--- src/rtl/axi_pkg.sv ---
// axi_pkg: AXI4 encodings and the read-master FSM state type shared by
// the read-channel logic and anything that decodes its signals.
package axi_pkg;

   // AR/AW burst type encodings
   localparam logic [1:0] AXI_BURST_FIXED = 2'b00;
   localparam logic [1:0] AXI_BURST_INCR  = 2'b01;
   localparam logic [1:0] AXI_BURST_WRAP  = 2'b10;

   // R/B response encodings (bit 1 set means an error class response)
   localparam logic [1:0] AXI_RESP_OKAY   = 2'b00;
   localparam logic [1:0] AXI_RESP_EXOKAY = 2'b01;
   localparam logic [1:0] AXI_RESP_SLVERR = 2'b10;
   localparam logic [1:0] AXI_RESP_DECERR = 2'b11;

   // Read master transaction phases
   typedef enum logic [1:0] {
      ST_IDLE = 2'd0,
      ST_ADDR = 2'd1,
      ST_DATA = 2'd2
   } rd_state_t;

   // AxSIZE encoding for a beat of the given byte count (log2 of bytes)
   function automatic logic [2:0] axi_size(input int unsigned bytes);
      logic [2:0] s;
      s = 3'd0;
      for (int i = 0; i < 8; i++) begin
         if ((32'd1 << i) == bytes) s = 3'(i);
      end
      return s;
   endfunction

endpackage

--- src/rtl/axi4_read_master.sv ---
// axi4_read_master: issues one AXI4 INCR read (cache-line burst or single
// beat) per request and streams each received beat out as a registered
// write strobe with its word offset inside the block.
// Optional feature macro: AXI_RRESP_CHECK_EN -- when defined, any beat with
// an error-class RRESP sets the sticky o_bus_error flag; otherwise RRESP is
// ignored and o_bus_error is tied low.
module axi4_read_master
   import axi_pkg::*;
#(
   parameter int ADDR_WIDTH  = 64,
   parameter int DATA_WIDTH  = 32,
   parameter int BLOCK_WORDS = 16
) (
   input  logic                           clk,
   input  logic                           arst,
   input  logic                           i_start_read,
   input  logic                           i_single,
   input  logic [ADDR_WIDTH-1:0]          i_addr,
   output logic                           o_ar_valid,
   input  logic                           i_ar_ready,
   output logic [ADDR_WIDTH-1:0]          o_ar_addr,
   output logic [7:0]                     o_ar_len,
   output logic [2:0]                     o_ar_size,
   output logic [1:0]                     o_ar_burst,
   input  logic                           i_r_valid,
   output logic                           o_r_ready,
   input  logic [DATA_WIDTH-1:0]          i_r_data,
   input  logic                           i_r_last,
   input  logic [1:0]                     i_r_resp,
   output logic [DATA_WIDTH-1:0]          o_data,
   output logic                           o_data_we,
   output logic [$clog2(BLOCK_WORDS)-1:0] o_word_idx,
   output logic                           o_read_last,
   output logic                           o_busy,
   output logic                           o_bus_error
);

   localparam int IDX_W       = $clog2(BLOCK_WORDS);
   localparam int BEAT_BYTES  = DATA_WIDTH / 8;
   localparam int BLOCK_BYTES = BLOCK_WORDS * BEAT_BYTES;
   localparam logic [ADDR_WIDTH-1:0] BLK_MASK  = ~ADDR_WIDTH'(BLOCK_BYTES - 1);
   localparam logic [ADDR_WIDTH-1:0] BEAT_MASK = ~ADDR_WIDTH'(BEAT_BYTES - 1);
   localparam logic [7:0]            BURST_LEN = 8'(BLOCK_WORDS - 1);
   localparam logic [2:0]            AR_SIZE   = axi_size(BEAT_BYTES);

   rd_state_t              r_state;
   rd_state_t              w_state_next;
   logic [ADDR_WIDTH-1:0]  r_ar_addr;
   logic [7:0]             r_ar_len;
   logic [IDX_W-1:0]       r_beat_cnt;
   logic [DATA_WIDTH-1:0]  r_data;
   logic                   r_data_we;
   logic [IDX_W-1:0]       r_word_idx;
   logic                   r_read_last;

   logic                   w_ar_valid;
   logic                   w_r_ready;
   logic                   w_busy;
   logic                   w_start_acc;
   logic                   w_beat;
   logic                   w_final_beat;
   logic                   w_unused_resp;

   // A request is only taken when no transaction is outstanding
   assign w_start_acc  = (r_state == ST_IDLE) && i_start_read;
   // R handshake: ready is asserted exactly while in the data phase
   assign w_beat       = (r_state == ST_DATA) && i_r_valid;
   // Burst ends on RLAST or once the beat count reaches the requested length
   assign w_final_beat = w_beat && (i_r_last || (8'(r_beat_cnt) == r_ar_len));

   // State register
   always_ff @(posedge clk or posedge arst) begin
      if (arst) r_state <= ST_IDLE;
      else      r_state <= w_state_next;
   end

   // Next-state and handshake outputs
   always_comb begin
      w_state_next = r_state;
      w_ar_valid   = 1'b0;
      w_r_ready    = 1'b0;
      w_busy       = 1'b1;
      case (r_state)
         ST_IDLE: begin
            w_busy = 1'b0;
            if (i_start_read) w_state_next = ST_ADDR;
         end
         ST_ADDR: begin
            w_ar_valid = 1'b1;
            if (i_ar_ready) w_state_next = ST_DATA;
         end
         ST_DATA: begin
            w_r_ready = 1'b1;
            if (w_final_beat) w_state_next = ST_IDLE;
         end
         default: w_state_next = ST_IDLE;
      endcase
   end

   // Request capture, beat counter and registered beat output
   always_ff @(posedge clk or posedge arst) begin
      if (arst) begin
         r_ar_addr   <= '0;
         r_ar_len    <= '0;
         r_beat_cnt  <= '0;
         r_data      <= '0;
         r_data_we   <= 1'b0;
         r_word_idx  <= '0;
         r_read_last <= 1'b0;
      end else begin
         r_data_we   <= 1'b0;
         r_read_last <= 1'b0;
         if (w_start_acc) begin
            r_ar_addr <= i_single ? (i_addr & BEAT_MASK) : (i_addr & BLK_MASK);
            r_ar_len  <= i_single ? 8'd0 : BURST_LEN;
         end
         if ((r_state == ST_ADDR) && i_ar_ready) begin
            r_beat_cnt <= '0;
         end
         if (w_beat) begin
            r_data      <= i_r_data;
            r_data_we   <= 1'b1;
            r_word_idx  <= r_beat_cnt;
            r_beat_cnt  <= r_beat_cnt + 1'b1;
            r_read_last <= w_final_beat;
         end
      end
   end

`ifdef AXI_RRESP_CHECK_EN
   logic r_bus_error;

   // Sticky error: set by any error-class beat, cleared when a new read is taken
   always_ff @(posedge clk or posedge arst) begin
      if (arst) begin
         r_bus_error <= 1'b0;
      end else if (w_start_acc) begin
         r_bus_error <= 1'b0;
      end else if (w_beat && ((i_r_resp == AXI_RESP_SLVERR) || (i_r_resp == AXI_RESP_DECERR))) begin
         r_bus_error <= 1'b1;
      end
   end

   assign o_bus_error = r_bus_error;
`else
   assign o_bus_error = 1'b0;
`endif

   assign w_unused_resp = ^i_r_resp;

   assign o_ar_valid  = w_ar_valid;
   assign o_ar_addr   = r_ar_addr;
   assign o_ar_len    = r_ar_len;
   assign o_ar_size   = AR_SIZE;
   assign o_ar_burst  = AXI_BURST_INCR;
   assign o_r_ready   = w_r_ready;
   assign o_data      = r_data;
   assign o_data_we   = r_data_we;
   assign o_word_idx  = r_word_idx;
   assign o_read_last = r_read_last;
   assign o_busy      = w_busy;

endmodule

--- config.mk ---
export PLATFORM = sky130hd
export DESIGN_NAME = axi4_read_master
export DESIGN_NICKNAME = d
export VERILOG_FILES = /design/src/rtl/axi_pkg.sv /design/src/rtl/axi4_read_master.sv
export SDC_FILE = /design/constraint.sdc
export NUM_CORES = 1
export LEC_CHECK = 0
export ABC_AREA = 1
export CAP_MARGIN = 15
export CORE_AREA = 2 2 122 124
export DETAILED_ROUTE_END_ITERATION = 7
export DIE_AREA = 0 0 124 126
export SLEW_MARGIN = 20
export SYNTH_ARGS = -nofsm -noshare
export SYNTH_HDL_FRONTEND = slang
export SYNTH_SLANG_ARGS = --single-unit
--- constraint.sdc ---
create_clock -name clk -period 5 [get_ports clk]
set_input_delay 1 -clock clk [delete_from_list [all_inputs] [get_ports clk]]
set_output_delay 1 -clock clk [all_outputs]
set_load 0.01 [all_outputs]
==> results of run 1 <==
-- sequential cells by signal, indices dropped and copies added (netlist names) --
name / cells
o_ar_addr: 62
o_ar_len: 1
r_state: 2
o_read_last: 1
r_beat_cnt: 4
o_data: 32
o_data_we: 1
o_word_idx: 4
-- cells in the final DEF (no fill, tap or decap), drive strengths merged --
cell type      Yosys  routed
bufinv             0       1
nor2               5       5
xnor2              1       1
conb               2      12
o21ai             12      12
o31ai              1       1
nand2            295     295
inv                9       9
nand3              6       6
clkbuf             2      13
buf               33       3
ha                 1       1
dfrtp            107     107
clkinv             1       3
o22ai              1       1
clkdlybuf4s50      0     207
-- metrics by stage --
stage	worst slack [ns]	util
4_1_cts	2.44	0.467
3_3_place_gp	2.13	0.444
6_report	2.45	0.467
2_1_floorplan	1.18	-
5_1_grt	2.32	0.467
3_5_place_dp	2.16	0.444
-- critical path: cells and delay by family, from the launching register on --
family | cells | cell delay, ns
and+or+nand+nor | 1 | 0.14
buffers and inverters | 2 | 0.66
DFF | 1 | 0.41
-- power by group through the flow --
| stage | combinational [mW] | clock (mW) | sequential (mW) |
|---|---|---|---|
| after floorplan | 0.607 | 0 | 1.66 |
| after global placement | 1.76 | 0 | 1.48 |
| after detailed placement | 1.77 | 0 | 1.50 |
| after CTS | 1.78 | 0.772 | 1.49 |
| after global routing | 1.93 | 0.805 | 1.54 |
| final | 1.74 | 0.748 | 1.49 |
-- worst max path at each step --
| stage | end | start | slack, ns | cells past startpoint |
|---|---|---|---|---|
| finish | o_ar_valid | r_state[0]$_DFFE_PP0P_ | 2.45 | 3 |
| global route | r_state[1]$_DFFE_PP0P_ | i_r_valid | 2.32 | 6 |
| CTS | o_ar_valid | r_state[0]$_DFFE_PP0P_ | 2.44 | 3 |
| detailed placement | r_state[1]$_DFFE_PP0P_ | i_r_valid | 2.16 | 6 |
| global placement | r_state[1]$_DFFE_PP0P_ | i_r_valid | 2.13 | 6 |
| floorplan | o_ar_addr[10]$_DFFE_PP0P_ | arst | 1.18 | 1 |
-- logic make-up after synthesis --
kind of cell | synth area share
fa+ha+maj | 0.00295
simple gates | 0.277
flops | 0.631
xor+xnor | 0.00206
buf+inv | 0.0678
other cells | 0.00177
compound gates | 0.0174
-- layout make-up --
type	instances	area, sq um
clock buffers	13	280
well taps	184	230
repair buffers	210	2090
multi-input cells	334	1320
fillers	1344	7630
flip-flops and latches	107	2680
clock inverters	3	43.8
inverters	10	41.3
-- per-layer routing --
layer / vias to the layer above / global-route usage / share of wire
li1: 1803 / - / -
met5: - / 0 / 0
met4: 0 / 0.0601 / 0.022
met3: 17 / 0.0489 / 0.087
met2: 144 / 0.231 / 0.46
met1: 1688 / 0.178 / 0.43
==> flow_summary.toml, run 1 <==
[detailed_routing]
drt_iter0_drc = 165
vias = 3652
firstDrtPassIters = 4
ant_nets = 0
routed_wirelength_microns = 11200
routedWlPerCell_microns = 13.0
vias_per_cell = 4.24
drcViolationCount = 0

[clock_tree]
htree_levels = 3
cts_resized = 0
cts_sinks = 107
hold_buffers = 0
clkTransAtPathRegs_ns = 0.07
clockRootBuffer = "clkbuf_16"
postCtsSetupRepairBufs = 0
clockBufferDepth = 2
cts_tree = "built"
clk_latency_ns = 0.34
cts_made_buffers = 9

[die]
ios = 224
die_area_sq_um = 15600
rows = 44
die_y_microns = 126
die_x_microns = 124
start_util = 0.297
core_area_sq_um = 14300

[sta]
period_share = 0.511
relSlewSlack = 0.392
timing.final.max_slew_violations = 0
rsz0062_at_grt = "false"
period_needed_ns = 2.55
clock_skew_ns = 0.00631
finalSetupViolCount = 0
finalSetupTns_ns = 0
timing.hold.ws_ns = 0.479
worst_slew_pin_slew_ns = 0.912
finalHoldViolCount = 0
fmax_mhz = 392

[power]
p_leak_nw = 3.27
peakVddDrop_v = 0.000255
p_seq_frac = 0.374
swShare = 0.338
internal_power_mw = 2.64
fin_total_pwr_mw = 3.98
comb_power_share = 0.438
power_density_nw_per_um2 = 596
p_switching_mw = 1.35
p_clk_frac = 0.188

[worst_setup_path]
r2r_start = "r_state[1]$_DFFE_PP0P_"
crit_path_cell_trace = "inv_2, nor2_1, clkdlybuf4s50_1"
worstSetupPathType = "reg -> out"
worstSetupStartpointType = "register"
crit_slowest_cell = "clkdlybuf4s50_1"
crit_fanout = 4
endpoint_kind = "output port"
max_stage_delay_ns = 0.59
critical_path_required_ns = 4.00
worst_r2r_endpoint = "r_state[1]$_DFFE_PP0P_"
r2r_cells = 7
worst_ep_arrival_time_ns = 1.55
reg2reg_slack_ns = 3.13

[global_route]
overflow = 0
track_usage = 0.144
grt_pass1_vias = 3589
antenna_found_initial = 0
grt_max_degree = 70
grt_first_pass_wirelength_microns = 17700

[synthesis]
synthesis.instances = 476
synthFlopType = "dfrtp_1"
synth_top_area_share = 0.631
synth_edf_count = 0
synth_common_cells = "nand2_1, dfrtp_1, buf_4"
yosysTopAreaCell = "dfrtp_1"
ys_top_cells_by_area = "dfrtp_1, nand2_1, buf_4"
async_reset_ff_frac = 1.00
syn_area_sq_um = 4240
yosysMostFrequentCell = "nand2_1"
syn-mean-instance-area_sq_um = 8.92
ys_seq_area_frac = 0.631
ys_types = 21
synth-seq-cells = 107
yosys_warnings = 0

[status]
outcome = "finished clean"

[place]
portBuffers = 207
place_area_sq_um = 6360
dp_hpwl_microns = 7830
gp_congestion = 0.795
dpl.cell_count = 845

[worst_hold_path]
hold_path_class = "reg -> reg"
holdPathEnd = "o_data[13]$_DFFE_PP0P_"
hold_start = "o_data[13]$_DFFE_PP0P_"
hold_depth = 2

[cells_and_area]
area_growth_pct = 57.5
final_layout_size_suffix_gt1_frac = 0.0399
final_nets = 778
design_area_sq_um = 6680
stdcell_count = 861
diodes = 0

[job]
cap_violations = 0
Note: power is estimated with default switching activity, not from simulation.
==> run 2, diff against run 1 <==
Settings changed: PLACE_DENSITY set to 0.66.
Clock period 5 ns to 2.1 ns, I/O delays scaled along.
==> run 2 against run 1 <==
  * Cell count grew 0.35%
  * Via count grew 1.3%
  * Clock skew grew 0.0033 ns
  * Worst setup slack lost 2.3 ns
  * Sequential power grew 140%
  * Clock power grew 100%
  * First-iteration DRC count grew 20%
  * Sequential share of layout area is essentially flat
  * Non-clock buffer count grew 4
  * Critical endpoint unchanged
  * Largest power group unchanged
  * Highest routed layer unchanged
==> flow_summary.toml, run 2 (synthesized netlist as in run 1, its figures left out) <==
[worst_setup_path]
worst_r2r_endpoint = "r_beat_cnt[3]$_DFFE_PP0P_"
crit_path_cell_trace = "inv_2, nor2_1, clkdlybuf4s50_1"
reg2reg_slack_ns = 0.68
critical_path_required_ns = 1.68
r2r_cells = 6
worst_ep_arrival_time_ns = 1.53
worstSetupStartpointType = "register"
endpoint_kind = "output port"
crit_slowest_cell = "clkdlybuf4s50_1"
crit_fanout = 4
r2r_start = "r_state[1]$_DFFE_PP0P_"
worstSetupPathType = "reg -> out"
max_stage_delay_ns = 0.57

[clock_tree]
hold_buffers = 0
cts_tree = "built"
postCtsSetupRepairBufs = 0
htree_levels = 3
cts_made_buffers = 9
clkTransAtPathRegs_ns = 0.07
clockRootBuffer = "clkbuf_16"
cts_resized = 0
cts_sinks = 107
clockBufferDepth = 2
clk_latency_ns = 0.35

[cells_and_area]
multi_input_area_sq_um = 1320
final_nets = 782
diodes = 0
regArea_sq_um = 2680
area_growth_pct = 57.3
final_layout_size_suffix_gt1_frac = 0.0426
mostFrequentLayoutCell = "nand2_1"
finalCoreUtilization = 0.466
layout_common_cells = "nand2_1, clkdlybuf4s50_1, dfrtp_1"
fillerInstances = 1356
largest_reg_flops = 62

[detailed_routing]
firstDrtPassIters = 4
drt_iter0_drc = 198
drcViolationCount = 0
routedWlPerCell_microns = 13.1
vias_per_cell = 4.28
vias = 3699
routed_wirelength_microns = 11300
ant_nets = 0

[worst_hold_path]
hold_depth = 2
holdPathEnd = "o_ar_addr[13]$_DFFE_PP0P_"
hold_start = "o_ar_addr[13]$_DFFE_PP0P_"
hold_path_class = "reg -> reg"

[power]
power_density_nw_per_um2 = 1390
p_leak_nw = 3.26
peakVddDrop_v = 0.000528

[global_route]
antenna_found_initial = 0
overflow = 0
grt_pass1_vias = 3725
track_usage = 0.147
grt_first_pass_wirelength_microns = 17900
grt_max_degree = 70

[place]
dp_hpwl_microns = 8140
gp_congestion = 0.731
portBuffers = 207

[die]
die_x_microns = 124
rows = 44
core_area_sq_um = 14300
ios = 224
die_area_sq_um = 15600
start_util = 0.297
die_y_microns = 126

[sta]
worst_slew_pin_slew_ns = 0.552
clock_skew_ns = 0.00965
relSlewSlack = 0.632
finalSetupTns_ns = 0
finalSetupViolCount = 0
finalHoldViolCount = 0
period_needed_ns = 1.95
rsz0062_at_grt = "false"
timing.hold.ws_ns = 0.481
fmax_mhz = 512
period_share = 0.931
timing.final.max_slew_violations = 0

[status]
outcome = "finished clean"

[job]
cap_violations = 0
run 2: cell count changes in the layout (fill, tap and decap cells not counted):
cell        before  now
clkinv_2         2    4
buf_12           0    2
clkbuf_8         4    0
clkinvlp_4       0    2
inv_4            1    0
clkbuf_1         0    1
bufinv_16        1    0
buf_4            3    5
run 2: worst max path at each step:
stage | start | endpoint | slack [ns] | depth (start not counted)
global route | r_state[0]$_DFFE_PP0P_ | o_ar_valid | 0.08 | 3
detailed placement | i_start_read | o_ar_addr[58]$_DFFE_PP0P_ | 0.31 | 6
global placement | i_start_read | o_ar_addr[45]$_DFFE_PP0P_ | 0.34 | 6
CTS | r_state[0]$_DFFE_PP0P_ | o_ar_valid | 0.11 | 3
floorplan | arst | o_ar_addr[10]$_DFFE_PP0P_ | 0.39 | 1
finish | r_state[0]$_DFFE_PP0P_ | o_ar_valid | 0.15 | 3
run 2: final cells by class:
class	instances	share of cell area
Timing Repair Buffer	214	0.322
Sequential cell	107	0.401
Multi-Input combinational cell	334	0.197
Clock inverter	5	0.00469
Clock buffer	10	0.0343
Tap cell	184	0.0345
Inverter	10	0.00637
run 2: worst max-delay path: cells and delay by family, from the launching register on:
family,cells,cell delay [ns]
buffers and inverters,2,0.64
AND/OR/NAND/NOR,1,0.14
flip-flops,1,0.41
run 2: layer usage:
metal / vias to the layer above / wire, microns / track usage
met5: - / 0 / 0
met4: 0 / 210 / 0.0601
met3: 15 / 1110 / 0.0503
met2: 152 / 5270 / 0.241
met1: 1718 / 4730 / 0.176
li1: 1814 / - / -
run 2: through the flow:
step / power [mW] / instance area (sq um) / setup WS (ns) / cells
finish: 9.29 / 6680 / 0.146 / 864
global route: 10.0 / 6680 / 0.0842 / 864
CTS: 9.44 / 6680 / 0.109 / 864
detailed placement: 7.85 / 6420 / 0.314 / 849
global placement: 7.73 / 6420 / 0.342 / 849
floorplan: 5.39 / 4290 / 0.392 / 486
run 2: where the power goes:
group	internal [mW]	switching, mW	total, mW
sequential	3.00	0.551	3.55
clock	0.794	0.736	1.53
combinational	2.27	1.94	4.21
==> run 3, diff against run 2 <==
Settings changed: CTS_CLUSTER_SIZE set to 40.
==> results of run 3 <==
Same layout as run 2: the final DEF is identical, and so are final timing and power.
